**config.mk**
```make
export PLATFORM = sky130hd
export DESIGN_NAME = ram_word_port
export DESIGN_NICKNAME = d
export VERILOG_FILES = /design/src/rtl/ram_word_port.sv
export SDC_FILE = /design/constraint.sdc
export NUM_CORES = 1
export LEC_CHECK = 0
export ABC_AREA = 1
export BUFFER_PORTS_ARGS = -buffer_cell sky130_fd_sc_hd__buf_2
export CORE_ASPECT_RATIO = 2
export CORE_MARGIN = 1
export CORE_UTILIZATION = 50
export CTS_BUF_LIST = sky130_fd_sc_hd__clkbuf_8
export CTS_CLUSTER_SIZE = 24
export DETAILED_ROUTE_END_ITERATION = 7
export GPL_TIMING_DRIVEN = 0
export PLACE_DENSITY_LB_ADDON = 0.25
export SYNTH_ARGS = -nofsm -noshare
export SYNTH_HDL_FRONTEND = slang
export SYNTH_SLANG_ARGS = --single-unit
```
**constraint.sdc**
```tcl
create_clock -name clk_in -period 3.3 [get_ports clk_in]
set_clock_uncertainty 0.1 [all_clocks]
set_input_delay 0.495 -clock clk_in [delete_from_list [all_inputs] [get_ports clk_in]]
set_output_delay 0.495 -clock clk_in [all_outputs]
set_load 0.02 [all_outputs]
```
**src/rtl/ram_word_port.sv**
```systemverilog
// rtl/ram_word_port.sv - 8/16/32-bit load/store bridge onto an 8-bit synchronous RAM
module ram_word_port #(
    parameter int ADDR_WIDTH = 17
) (
    input  logic                  clk_in,
    input  logic                  reset,
    input  logic                  ram_ready,
    input  logic                  req_valid,
    output logic                  req_ready,
    input  logic                  req_write,
    input  logic [1:0]            req_size,
    input  logic                  req_signed,
    input  logic [ADDR_WIDTH-1:0] req_addr,
    input  logic [31:0]           req_wdata,
    output logic                  resp_valid,
    output logic [31:0]           resp_rdata,
    output logic                  ram_en,
    output logic                  ram_r_nw,
    output logic [ADDR_WIDTH-1:0] ram_a,
    output logic [7:0]            ram_dout,
    input  logic [7:0]            ram_din
);

    typedef enum logic [1:0] {
        IDLE,
        READ,
        WRITE,
        RESP
    } state_t;

    state_t                  state, state_nxt;
    logic [2:0]              k, k_nxt, k_inc;
    logic [ADDR_WIDTH-1:0]   addr_q;
    logic [1:0]              size_q;
    logic                    signed_q;
    logic [31:0]             wdata_q;
    logic [31:0]             rbuf, rbuf_nxt;
    logic [2:0]              n_bytes;
    logic [1:0]              lane;
    logic [31:0]             wshift;
    logic                    handshake;

    logic                    en_nxt, r_nw_nxt;
    logic [ADDR_WIDTH-1:0]   a_nxt;
    logic [7:0]              dout_nxt;
    logic [31:0]             rdata_nxt;

    assign req_ready  = (state == IDLE) && ram_ready && !reset;
    assign resp_valid = (state == RESP) && !reset;
    assign handshake  = req_valid && req_ready;

    assign n_bytes = (size_q == 2'd0) ? 3'd1 : (size_q == 2'd1) ? 3'd2 : 3'd4;
    assign k_inc   = k + 3'd1;
    // Read data arriving while counter is k belongs to the byte issued one cycle earlier.
    assign lane    = k[1:0] - 2'd1;
    assign wshift  = wdata_q >> {k_inc[1:0], 3'b000};

    always_comb begin
        state_nxt = state;
        k_nxt     = k;
        rbuf_nxt  = rbuf;
        en_nxt    = 1'b0;
        r_nw_nxt  = 1'b1;
        a_nxt     = ram_a;
        dout_nxt  = ram_dout;
        rdata_nxt = resp_rdata;
        case (state)
            IDLE: begin
                if (handshake) begin
                    k_nxt     = 3'd0;
                    rbuf_nxt  = 32'd0;
                    en_nxt    = 1'b1;
                    r_nw_nxt  = !req_write;
                    a_nxt     = req_addr;
                    if (req_write) begin
                        dout_nxt = req_wdata[7:0];
                    end
                    state_nxt = req_write ? WRITE : READ;
                end
            end
            WRITE: begin
                if (k == n_bytes - 3'd1) begin
                    state_nxt = RESP;
                    rdata_nxt = 32'd0;
                end else begin
                    k_nxt    = k_inc;
                    en_nxt   = 1'b1;
                    r_nw_nxt = 1'b0;
                    a_nxt    = addr_q + ADDR_WIDTH'(k_inc);
                    dout_nxt = wshift[7:0];
                end
            end
            READ: begin
                if (k != 3'd0) begin
                    rbuf_nxt = rbuf | ({24'd0, ram_din} << {lane, 3'b000});
                end
                if (k == n_bytes) begin
                    state_nxt = RESP;
                    case (n_bytes)
                        3'd1:    rdata_nxt = {{24{signed_q & rbuf_nxt[7]}}, rbuf_nxt[7:0]};
                        3'd2:    rdata_nxt = {{16{signed_q & rbuf_nxt[15]}}, rbuf_nxt[15:0]};
                        default: rdata_nxt = rbuf_nxt;
                    endcase
                end else begin
                    // The final step (k_inc == n_bytes) is the drain cycle on the last address.
                    k_nxt    = k_inc;
                    en_nxt   = 1'b1;
                    r_nw_nxt = 1'b1;
                    if (k_inc < n_bytes) begin
                        a_nxt = addr_q + ADDR_WIDTH'(k_inc);
                    end
                end
            end
            RESP: begin
                state_nxt = IDLE;
            end
            default: begin
                state_nxt = IDLE;
            end
        endcase
    end

    always_ff @(posedge clk_in) begin
        if (reset) begin
            state      <= IDLE;
            k          <= 3'd0;
            addr_q     <= '0;
            size_q     <= 2'd0;
            signed_q   <= 1'b0;
            wdata_q    <= 32'd0;
            rbuf       <= 32'd0;
            ram_en     <= 1'b0;
            ram_r_nw   <= 1'b1;
            ram_a      <= '0;
            ram_dout   <= 8'd0;
            resp_rdata <= 32'd0;
        end else begin
            state      <= state_nxt;
            k          <= k_nxt;
            rbuf       <= rbuf_nxt;
            ram_en     <= en_nxt;
            ram_r_nw   <= r_nw_nxt;
            ram_a      <= a_nxt;
            ram_dout   <= dout_nxt;
            resp_rdata <= rdata_nxt;
            if (handshake) begin
                addr_q   <= req_addr;
                size_q   <= req_size;
                signed_q <= req_signed;
                wdata_q  <= req_wdata;
            end
        end
    end

endmodule

```
==> results.yml <==
run_status:
  outcome: "finished, final reports clean"
critical_path:
  endpoint_kind: "register"
  critPathSlowestCell: "dfxtp_1"
  worst-setup-path-type: "register to register"
  path_delay_family: "simple AND/OR/NAND/NOR gates"
  crit_top_cell: "nand2_1"
  max_stage_delay_ns: 0.38
  reg2reg_slack_ns: 0.30
  worstPathMaxFanout: 11
  arrival_ns: 3.23
  critPathRequiredTime_ns: 3.53
  path_cells: "buf_2, clkinvlp_4, buf_2, ha_4, inv_2, buf_6, nand2_1, and2_1, ha_1, inv_1, nand2_1, nand2_1, nand2_2, nand3_1, nand2_1, nand3_1, nand3_2, a21oi_1"
  cp_num_buf_inv: 6
  start_kind: "register"
cells_and_area:
  seqCellArea_sq_um: 2960
  fin_area_sq_um: 8340
  layout-drive-gt1-share_pct: 20.2
  num-nets-final: 1211
  fillCellCount: 1385
  syn2layout_area_growth_pct: 18.4
  multi_input_area_sq_um: 3490
  antennaDiodeCount: 0
  utilization_pct: 60.4
  fin_cells: 1335
flow_run:
  drv_cap: 0
synthesis:
  synth_common_cells: "nand2_1, dfxtp_1, a21oi_1"
  synth_nets: 1068
  synth.most_common_cell: "nand2_1"
  synth_area_sq_um: 7050
  synth_top_area_share_pct: 42.1
  synth.avg_cell_area_sq_um: 7.12
  synthFlopType: "dfxtp_1"
  synthSimpleGateAreaFrac_pct: 27.3
  synth_mux_area_share_pct: 0.284
  ys_types: 40
  synth_top_family_by_area: "simple AND/OR/NAND/NOR gates"
  ys_warn_count: 0
  synth_compound_area_share_pct: 18.8
  ys_ff_latch: 148
  synth_top_area_cell: "dfxtp_1"
  ys_async_sr_fraction_pct: 0
  yosysSeqAreaShare_pct: 42.1
  synth_edf_count: 0
  synth-adder-area-share_pct: 2.31
  synth_xor_area_share_pct: 0.622
  synthCells: 990
  netlist_top_cells_area: "dfxtp_1, nand2_1, a21oi_1, o21ai_0, nand3_1"
place:
  port_buffers: 124
  globalplace.congestion: 0.907
  dpl_worst_slack_ns: -0.0550
  post_dp_cell_area_sq_um: 7900
  placed_cells: 1303
  dp_hpwl_um: 16200
floorplan:
  fp.dieArea_sq_um: 14600
  die_w_um: 85.9
  start_util_pct: 51.0
  core_area_sq_um: 13800
  die-height_um: 170
  num_io_pins: 126
  std_cell_rows: 61
timing:
  slew_violations: 0
  hold_viol_final: 0
  fmax_ghz: 0.334
  setup_viol: 0
  rsz0062_at_grt: "false"
  min_period_ns: 3.00
  finalCritPeriodShare_pct: 90.8
  slew_headroom_pct: 50.7
  tightest_slew_ns: 0.739
  timing.final.ws_setup_ns: 0.303
drt:
  antenna_left: 0
  viasPerCell: 5.36
  drt-initial-drc-count: 264
  drc: 0
  wire_per_inst_um: 15.8
  dr_total_vias: 7159
  dr.pass1.iters: 5
  wl_um: 21200
clock_tree:
  cts_tree: "yes"
  post_cts_buffers: 0
  clk_path_buf_depth: 2
  cts.htree.levels: 4
  cts_buffers: 17
  clk_pin_slew_ns: 0.09
  ctsHoldBuffers: 0
  numClockSinks: 148
  root_buffer: "clkbuf_8"
  clock_latency_ns: 0.48
hold_path:
  hold_class: "input port to register"
grt:
  grt_pass1_vias: 6763
  grtUsageTotal_pct: 29.7
  gr-total-overflow: 0
  grt_pass1_wl_um: 33100
  antenna_found_initial: 0
  grt_max_degree: 17
power:
  power_mw: 6.48
  cellPowerDensity_nw_per_um2: 777
  irDropWorstVdd_uv: 465
  p_leak_nw: 3.60
-- repair_timing --
| item | CTS | global route |
|---|---|---|
| setup endpoints to repair | 4 | 9 |
| gates cloned | 0 | 0 |
| resized for setup | 2 | 4 |
-- flip-flops by register name, summed over array words and instances (netlist names) --
signal	flops
ram_a	17
ram_en	1
resp_rdata	32
k	3
size_q	2
wdata_q	32
state	2
rbuf	32
ram_r_nw	1
addr_q	17
signed_q	1
ram_dout	8
-- worst reg2reg max path, delay by kind of cell (launching register included) --
kind	cells	cell delay, ns
AOI/OAI and AO/OA	1	0.06
adders and majority gates	2	0.48
buffers and inverters	6	0.89
DFF	1	0.38
and+or+nand+nor	9	0.99
-- cell type report --
type	instances	share of cell area [%]
Inverter	87	3.99
Tap cell	189	2.83
Sequential cell	148	35.5
Buffer	58	3.37
Clock buffer	18	2.97
Clock inverter	14	2.08
Timing Repair Buffer	124	7.44
Multi-Input combinational cell	697	41.8
-- report_power, final --
part	total (mW)	internal [mW]	switching, mW
registers	2.17	2.03	0.144
clock network	1.53	0.776	0.752
logic	2.79	0.884	1.90
total	6.48	3.69	2.80
-- kinds of logic (layout without fill, tap and decap cells) --
group / count (synthesis) / in the layout
and+or+nand+nor: 424 / 424
AOI/OAI and AO/OA: 253 / 253
DFF: 148 / 148
buffers and inverters: 145 / 301
adders and majority gates: 13 / 13
xor gates and xnor gates: 5 / 5
muxes: 2 / 2
-- per-stage QoR --
| step | hold WS, ns | TNS [ns] |
|---|---|---|
| floorplan | 0.330 | 0 |
| global placement | 0.342 | -0.0373 |
| detailed placement | 0.348 | -0.190 |
| CTS | 0.103 | 0 |
| global route | 0.115 | 0 |
| finish | 0.111 | 0 |
-- layout by cell type, fill, tap and decap left out, drive strengths merged, types with 11 or more instances in the layout --
master,netlist,layout
nand3,76,76
o21ai,104,104
ha,13,13
nor2,61,61
clkbuf,35,52
or2,20,20
inv,84,90
a21oi,136,136
buf,23,148
dfxtp,148,148
nand2,235,235
nor3b,11,11
-- layer usage --
metal,GRT usage [%],share of wire (%),up-vias
li1,-,-,3542
met1,29.3,36,3289
met2,54.4,52,242
met3,4.75,4.2,86
met4,21.7,7.4,0
met5,0,0,-
-- path summary, 6_finish.rpt --
| check | start | to | cells past startpoint |
|---|---|---|---|
| min | req_wdata[23] | wdata_q[23]$_SDFFE_PP0P_ | 3 |
| min reg2reg | resp_rdata[12]$_SDFFE_PP0P_ | resp_rdata[12]$_SDFFE_PP0P_ | 2 |
| max | k[0]$_SDFFE_PP0P_ | ram_a[12]$_SDFFE_PP0P_ | 18 |
| max reg2reg | k[0]$_SDFFE_PP0P_ | ram_a[12]$_SDFFE_PP0P_ | 18 |
Power figures use the tool's default switching activity.
